==> config.mk <==
export PLATFORM = sky130hd
export DESIGN_NAME = seg_scan_driver
export DESIGN_NICKNAME = d
export VERILOG_FILES = /design/src/rtl/seg_scan_driver.sv
export SDC_FILE = /design/constraint.sdc
export NUM_CORES = 1
export LEC_CHECK = 0
export ABC_AREA = 1
export BUFFER_PORTS_ARGS = -buffer_cell sky130_fd_sc_hd__buf_2
export CORE_ASPECT_RATIO = 1.25
export CORE_UTILIZATION = 36
export CTS_CLUSTER_DIAMETER = 120
export DETAILED_ROUTE_END_ITERATION = 16
export PLACE_DENSITY = 0.57
export SLEW_MARGIN = 10
export SYNTH_ARGS = -nofsm -noshare
export SYNTH_HDL_FRONTEND = slang
export SYNTH_SLANG_ARGS = --single-unit
==> constraint.sdc <==
create_clock -name clk -period 1.8 [get_ports clk]
set_clock_uncertainty 0.1 [all_clocks]
set_input_delay 0 -clock clk [delete_from_list [all_inputs] [get_ports clk]]
set_output_delay 0 -clock clk [all_outputs]
set_load 0.02 [all_outputs]
==> src/rtl/seg_scan_driver.sv <==
// -----------------------------------------------------------------------------
// seg_scan_driver
//
// Purpose
//   Drives a time-multiplexed 6-digit common-anode 7-segment board from six
//   static segment codes. The display shows one digit at a time. Each digit slot
//   is SCAN_DIV clocks long and begins with BLANK_CLKS clocks where every digit
//   is off, which stops ghosting between digits. All six codes are snapshotted
//   together once per frame, so the display never shows a mix of two frames.
//   The block also drives the alarm buzzer.
//
// Parameters
//   SCAN_DIV    clocks per digit slot (>= 2)
//   BLANK_CLKS  blank clocks at the start of each slot (1 <= BLANK_CLKS < SCAN_DIV)
//   TONE_DIV    clocks per buzzer half-period (>= 1), used by the tone generator
//
// Build option
//   BUZZER_PWM_EN  when defined, buzzer is a square wave with period
//                  2*TONE_DIV clocks while alarm is high. When undefined,
//                  buzzer is alarm delayed by one register stage.
//
// Ports
//   clk        in   1  system clock, rising edge
//   reset_n    in   1  asynchronous reset, active low
//   seg_hh     in   7  segment code, hours/month high digit
//   seg_hl     in   7  segment code, hours/month low digit
//   seg_mh     in   7  segment code, minutes/day high digit
//   seg_ml     in   7  segment code, minutes/day low digit
//   seg_sh     in   7  segment code, seconds high digit
//   seg_sl     in   7  segment code, seconds low digit
//   alarm      in   1  alarm ringing, level
//   digit_sel  out  6  one-hot digit enable, [5]=hh .. [0]=sl; 0 while blanking
//   seg_out    out  7  segment code for the enabled digit; 0 while blanking
//   buzzer     out  1  buzzer drive
// -----------------------------------------------------------------------------
module seg_scan_driver #(
   parameter int SCAN_DIV   = 4,
   parameter int BLANK_CLKS = 1,
   parameter int TONE_DIV   = 2
) (
   input  logic       clk,
   input  logic       reset_n,
   input  logic [6:0] seg_hh,
   input  logic [6:0] seg_hl,
   input  logic [6:0] seg_mh,
   input  logic [6:0] seg_ml,
   input  logic [6:0] seg_sh,
   input  logic [6:0] seg_sl,
   input  logic       alarm,
   output logic [5:0] digit_sel,
   output logic [6:0] seg_out,
   output logic       buzzer
);

   localparam int            CW        = $clog2(SCAN_DIV);
   localparam logic [CW-1:0] CNT_LAST  = CW'(SCAN_DIV - 1);
   localparam logic [CW-1:0] BLANK_END = CW'(BLANK_CLKS);
   localparam logic [2:0]    IDX_LAST  = 3'd5;

   // Slot timing state
   logic [CW-1:0] cnt;        // clock position inside the current slot
   logic [2:0]    idx;        // current slot, 0=hh .. 5=sl
   logic          load_pend;  // set by reset: take a snapshot at the first edge

   // Frame snapshot of the six codes, index 0=hh .. 5=sl
   logic [6:0]    snap [6];

   logic          slot_end;
   logic          frame_end;
   logic          do_load;
   logic          in_blank;
   logic [5:0]    slot_sel;
   logic [6:0]    slot_seg;

   assign slot_end  = (cnt == CNT_LAST);
   assign frame_end = slot_end && (idx == IDX_LAST);
   assign do_load   = load_pend || frame_end;
   assign in_blank  = (cnt < BLANK_END);

   // ---------------------------------------------------------------------------
   // Slot counter and digit index
   // ---------------------------------------------------------------------------
   always_ff @(posedge clk or negedge reset_n) begin
      if (!reset_n) begin
         cnt       <= '0;
         idx       <= '0;
         load_pend <= 1'b1;
      end else begin
         load_pend <= 1'b0;
         if (slot_end) begin
            cnt <= '0;
            if (idx == IDX_LAST) begin
               idx <= '0;
            end else begin
               idx <= idx + 3'd1;
            end
         end else begin
            cnt <= cnt + 1'b1;
         end
      end
   end

   // ---------------------------------------------------------------------------
   // Frame snapshot. The reload happens on the last edge of the sl slot. The
   // outputs at that edge still read the old snapshot, and the slot that
   // follows starts blank, so the new codes first appear in the hh slot.
   // ---------------------------------------------------------------------------
   always_ff @(posedge clk or negedge reset_n) begin
      if (!reset_n) begin
         for (int i = 0; i < 6; i++) begin
            snap[i] <= '0;
         end
      end else if (do_load) begin
         snap[0] <= seg_hh;
         snap[1] <= seg_hl;
         snap[2] <= seg_mh;
         snap[3] <= seg_ml;
         snap[4] <= seg_sh;
         snap[5] <= seg_sl;
      end
   end

   // ---------------------------------------------------------------------------
   // Digit enable and code for the current slot
   // ---------------------------------------------------------------------------
   always_comb begin
      slot_sel = '0;
      slot_seg = '0;
      case (idx)
         3'd0: begin slot_sel = 6'b100000; slot_seg = snap[0]; end
         3'd1: begin slot_sel = 6'b010000; slot_seg = snap[1]; end
         3'd2: begin slot_sel = 6'b001000; slot_seg = snap[2]; end
         3'd3: begin slot_sel = 6'b000100; slot_seg = snap[3]; end
         3'd4: begin slot_sel = 6'b000010; slot_seg = snap[4]; end
         3'd5: begin slot_sel = 6'b000001; slot_seg = snap[5]; end
         default: begin slot_sel = '0; slot_seg = '0; end
      endcase
   end

   // Registered outputs, one clock behind the slot state
   always_ff @(posedge clk or negedge reset_n) begin
      if (!reset_n) begin
         digit_sel <= '0;
         seg_out   <= '0;
      end else if (in_blank) begin
         digit_sel <= '0;
         seg_out   <= '0;
      end else begin
         digit_sel <= slot_sel;
         seg_out   <= slot_seg;
      end
   end

   // ---------------------------------------------------------------------------
   // Buzzer
   // ---------------------------------------------------------------------------
`ifdef BUZZER_PWM_EN
   localparam int            TW        = (TONE_DIV > 1) ? $clog2(TONE_DIV) : 1;
   localparam logic [TW-1:0] TONE_LAST = TW'(TONE_DIV - 1);

   logic [TW-1:0] tone_cnt;

   // The counter starts at 0 on the first alarm clock, so the first toggle to
   // 1 comes TONE_DIV clocks after alarm rises. Dropping alarm clears both
   // the counter and the output.
   always_ff @(posedge clk or negedge reset_n) begin
      if (!reset_n) begin
         tone_cnt <= '0;
         buzzer   <= 1'b0;
      end else if (!alarm) begin
         tone_cnt <= '0;
         buzzer   <= 1'b0;
      end else if (tone_cnt == TONE_LAST) begin
         tone_cnt <= '0;
         buzzer   <= ~buzzer;
      end else begin
         tone_cnt <= tone_cnt + 1'b1;
      end
   end
`else
   // Without the tone generator TONE_DIV has no effect. Its legal values are
   // all >= 1, so this term is constant true.
   localparam logic TONE_OK = (TONE_DIV >= 1);

   always_ff @(posedge clk or negedge reset_n) begin
      if (!reset_n) begin
         buzzer <= 1'b0;
      end else begin
         buzzer <= alarm && TONE_OK;
      end
   end
`endif

endmodule

After elaboration in Yosys (flattened, before gate mapping)
Index checks and enable logic that the tools add are counted.
{ "classes": {"addsub": 2, "order_cmp": 1, "n_eq_ne": 6, "n_mux": 6, "reduce_logical": 3} }
{ "op_table": {"columns": ["op", "n"], "rows": [
  ["$pmux 7 s6", 1],
  ["$pmux 6 s6", 1],
  ["$mux 7", 1],
  ["$eq 3x2->1 const B", 2],
  ["$eq 3x3->1 const B", 2],
  ["$mux 6", 1],
  ["$add 3x1->3 const B", 1],
  ["$eq 3x1->1 const B", 1],
  ["$logic_not 3->1", 1],
  ["$mux 3", 1],
  ["$add 2x1->2 const B", 1],
  ["$eq 2x2->1 const B", 1],
  ["$lt 2x1->1 const B", 1],
  ["$mux 2", 1],
  ["$logic_and 1x1->1", 1],
  ["$logic_or 1x1->1", 1]
]} }
{ "totals": {"ff_bits": 62, "input_bits": 45, "out_inout_bits": 14, "wordCells": 30} }

Depth between registers and ports, before layout
{ "depth": {"depth_word": 3, "ltp_mapped": 10, "mapped_depth_nobuf": 7} }

Worst setup path before layout
No wires, ideal clock.
{ "synth_timing": {"kind": "flip-flop to flip-flop", "startpoint": "reg idx[0]", "endpoint": "reg seg_out[0]", "setup_ns": 0.136, "t_arrival_ns": 1.379, "t_required_ns": 1.564, "slack_ns": 0.184, "stages_incl_launch_ff": 11, "path_buffers": 3, "synth_period_minus_slack_ns": 1.616, "path_cell_list": "dfrtp_1 buf_4 buf_2 nand2_1 inv_1 ha_1 clkbuf_1 nand2_1 nand2_1 nor2_1 a21oi_1"} }
{ "synth_between": {"elab_chain_len": 3, "elab_cells_between_ends": 8, "classes_between": "eq/ne: 5; mux: 2; reduce/logical: 1"} }
{ "synth_lines": {"columns": ["element", "line", "source"], "rows": [
  ["from (decl)", "62", "logic [2:0] idx;"],
  ["from (signal assigned)", "95", "idx <= idx + 3'd1;"],
  ["$eq 3x3->1, or another cell as far along", "129", "case (idx)"],
  ["$pmux 7 s6 *", "129", null],
  ["$mux 7 *", "145", "end else if (in_blank) begin"],
  ["to (signal assigned)", "150", "seg_out <= slot_seg;"],
  ["to (decl)", "51", "output logic [6:0] seg_out,"]
]} }
Mark *: on every way between the ends. The rest lies on a longest branch, timed or not.
A chain may end at the register's enable or synchronous reset.

Worst setup path after layout
{ "layout_timing": {"startpoint": "reg cnt[0]", "endpoint": "reg snap[33] (netlist bit)"} }
{ "layout_between": {"elab_chain_len": 3} }
{ "layout_lines": {"columns": ["element", "line", "source"], "rows": [
  ["from (decl)", "61", "logic [CW-1:0] cnt;"],
  ["from (signal assigned)", "98", "cnt <= cnt + 1'b1;"],
  ["$eq 2x2->1", "75", "assign slot_end = (cnt == CNT_LAST);"],
  ["$logic_and 1x1->1", "76", "assign frame_end = slot_end && (idx == IDX_LAST);"],
  ["$logic_or 1x1->1", "77", "assign do_load = load_pend || frame_end;"],
  ["to (decl)", "66", "logic [6:0] snap [6];"]
]} }
No other way between the ends.

==> impl_metrics.env <==
export IMPL_status="finished, final reports clean"
export IMPL_grt_max_degree=58
export IMPL_drt_met1_wl_um=2980
export IMPL_path_class="register to register"
export IMPL_cts_htree_levels=3
export IMPL_period_share_pct=90.1
export IMPL_drv_cap=0
export IMPL_synth_seq_cells=62
export IMPL_drive_gt1_share_pct=19.9
export IMPL_ys_seq_area_share_pct=56.0
export IMPL_ctsResizeCount=0
export IMPL_postLayoutSetupSlackWorst_ns=0.178
export IMPL_via_per_inst=4.61
export IMPL_worst_path_max_delay_cell="dfrtp_1"
export IMPL_grt_usage_pct=18.6
export IMPL_slew_headroom_pct=64.9
export IMPL_routed_top_layer="met4"
export IMPL_drt_pass1_iter_count=4
export IMPL_path_max_fanout=57
export IMPL_swShare_pct=23.7
export IMPL_fp_dieW_um=80.5
export IMPL_cts_setup_buffers=0
export IMPL_hold_viol_final=0
export IMPL_insertion_delay_ns=0.34
export IMPL_drtAntennaViolNets=0
export IMPL_powerDensity_nw_per_um2=766
export IMPL_worst_pin_slew_ns=0.526
export IMPL_hpwl_um=4660
export IMPL_cts_hold_buffers_added=44
export IMPL_via_count=2392
export IMPL_setup_violations=0
export IMPL_cp_arrival_ns=1.77
export IMPL_clk_pin_slew_ns=0.06
export IMPL_startpoint="cnt[0]$_DFF_PN0_"
export IMPL_diodes=0
export IMPL_drt_wirelength_per_cell_um=12.8
export IMPL_power_switching_w=0.000681
export IMPL_drt_total_wl_um=6650
export IMPL_p_leak_nw=1.99
export IMPL_post_route_min_period_ns=1.62
export IMPL_cts_buffers=9
export IMPL_required_ns=1.95
export IMPL_max_vdd_ir_drop_mv=0.323
export IMPL_grt_overflow=0
export IMPL_syn_num_nets=367
export IMPL_rsz0062_at_grt="false"
export IMPL_ys_warn_count=0
export IMPL_worstSetupEndpointType="register"
export IMPL_coreArea_um2=7400
export IMPL_tritoncts="done"
export IMPL_drc=0
export IMPL_clkSinkCount=62
export IMPL_start_util_pct=37.5
export IMPL_path_cells="ha_1, inv_1, o21bai_4, buf_12, nand2_1, o21ai_0"
export IMPL_syn_area_per_cell_um2=8.70
export IMPL_tns_ns=0
export IMPL_synth_cell_types=22
export IMPL_port_buffers=58
export IMPL_postSynthCellCount=319
export IMPL_reg2reg_from="cnt[0]$_DFF_PN0_"
export IMPL_fmax_mhz=617
export IMPL_cts_buffer_depth=2
export IMPL_antenna_found_initial=0
export IMPL_wl_met3_um=171
export IMPL_grt_first_pass_wirelength_um=10800
export IMPL_max_stage_delay_ns=0.38
export IMPL_fin_nets=471
export IMPL_cp_num_buf_inv=2
export IMPL_die_h_um=100
export IMPL_io_pins=59
export IMPL_startpoint_type="register"
export IMPL_p_int_w=0.00220
export IMPL_power_frac_comb_pct=10.4
export IMPL_cts_root_buf="clkbuf_8"
export IMPL_dieArea_um2=8070
export IMPL_cp_top_family="flip-flops"
export IMPL_slew_viol_final=0
export IMPL_area_growth_pct=35.5
export IMPL_netlist_area_um2=2780
export IMPL_grt_pass1_vias=2272
export IMPL_clock_power_share_pct=36.9
export IMPL_pre_cts_ws_ns=0.228
export IMPL_p_seq_share_pct=52.7
export IMPL_hold_class="primary input to asynchronous set/reset pin"
export IMPL_place_congestion=0.815
export IMPL_drt_iter0_markers=153
export IMPL_fp_row_count=35
export IMPL_wl_met2_um=3320
[metal layers]
metal  vias up  global-route usage, %
li1       1216                      -
met4         0                   10.3
met2        43                   29.7
met3        14                   3.82
met1      1119                   23.3
met5         -                      0
[path summary, 6_finish.rpt]
check / cells past startpoint / slack [ns] / end
setup / recovery: 6 / 0.18 / snap[33]$_DFFE_PN0P_
hold / removal: 2 / 0.01 / digit_sel[2]$_DFF_PN0_
setup reg to reg: 6 / 0.18 / snap[33]$_DFFE_PN0P_
hold reg to reg: 1 / 0.37 / cnt[0]$_DFF_PN0_
max in group asynchronous: 3 / 0.93 / load_pend$_DFF_PN1_
min in group clk: 2 / 0.20 / buzzer$_DFF_PN0_
[per-stage QoR]
stage          area, µm²  utilization, %  instances  total power (W)  hold WS (ns)
2_1_floorplan       2780               -        319          0.00165        -0.396
3_3_place_gp        3150            42.6        460          0.00177        -0.144
3_5_place_dp        3150            42.6        460          0.00177        -0.145
4_1_cts             3760            50.8        519          0.00292        0.0225
5_1_grt             3760            50.8        519          0.00304        0.0418
6_report            3760            50.8        519          0.00288        0.0139
[cells in the mapped netlist]
cell type   n  share of area, %
o21ai_0    31               5.6
nand3_2     1              0.36
nand4_1    19               4.3
nand3_1    16               2.9
buf_6       5               2.0
conb_1      1              0.14
nor4_1      2              0.45
xor2_1      1              0.32
dfrtp_1    61                55
nand2_1    70               9.5
a21oi_1     7               1.3
nor2_1     14               1.9
buf_2       3              0.54
clkbuf_1    5              0.68
o21ai_1    14               2.5
o21bai_2    1              0.41
ha_1        3               1.4
buf_4       7               1.9
inv_2       1              0.14
dfstp_2     1              0.95
o21a_1      2              0.54
inv_1      54               7.3
[power groups by stage]
stage          clock, W  combinational [W]  sequential [W]
2_1_floorplan         0           0.000127         0.00153
3_3_place_gp          0           0.000227         0.00154
4_1_cts         0.00109           0.000305         0.00152
5_1_grt         0.00117           0.000343         0.00152
3_5_place_dp          0           0.000230         0.00154
6_report        0.00106           0.000299         0.00152
[sequential cells by signal, indices dropped and copies added (netlist names)]
| name | count |
|---|---|
| idx | 3 |
| buzzer | 1 |
| load_pend | 1 |
| cnt | 2 |
| snap | 42 |
| digit_sel | 6 |
| seg_out | 7 |
[kinds of logic after synthesis]
family | Yosys count | share of synthesized area [%]
buf+inv | 75 | 12.6
fa+ha+maj | 3 | 1.35
simple gates | 122 | 19.3
other cells | 1 | 0.135
xor+xnor | 1 | 0.316
flops | 62 | 56.0
compound gates | 55 | 10.3
[layout make-up]
type	count	area, µm²
timing repair buffer	113	838
inverter	55	206
clock buffer	14	163
sequential	62	1550
tap	92	115
clock inverter	1	5.00
fill	718	3640
multi-input combinational	182	881
[cells in the final DEF, fill, tap and decap left out, types with 2 or more instances in the layout]
cell / count
nand3_1: 16
o21ai_1: 14
nand2_1: 70
buf_4: 9
a21oi_1: 7
nand4_1: 19
buf_2: 58
dfrtp_1: 61
o21a_1: 2
dlygate4sd3_1: 44
inv_1: 54
buf_12: 2
clkbuf_8: 11
ha_1: 3
o21ai_0: 31
nor2_1: 14
nor4_1: 2
clkbuf_1: 3
(Power assumes the default switching activity.)
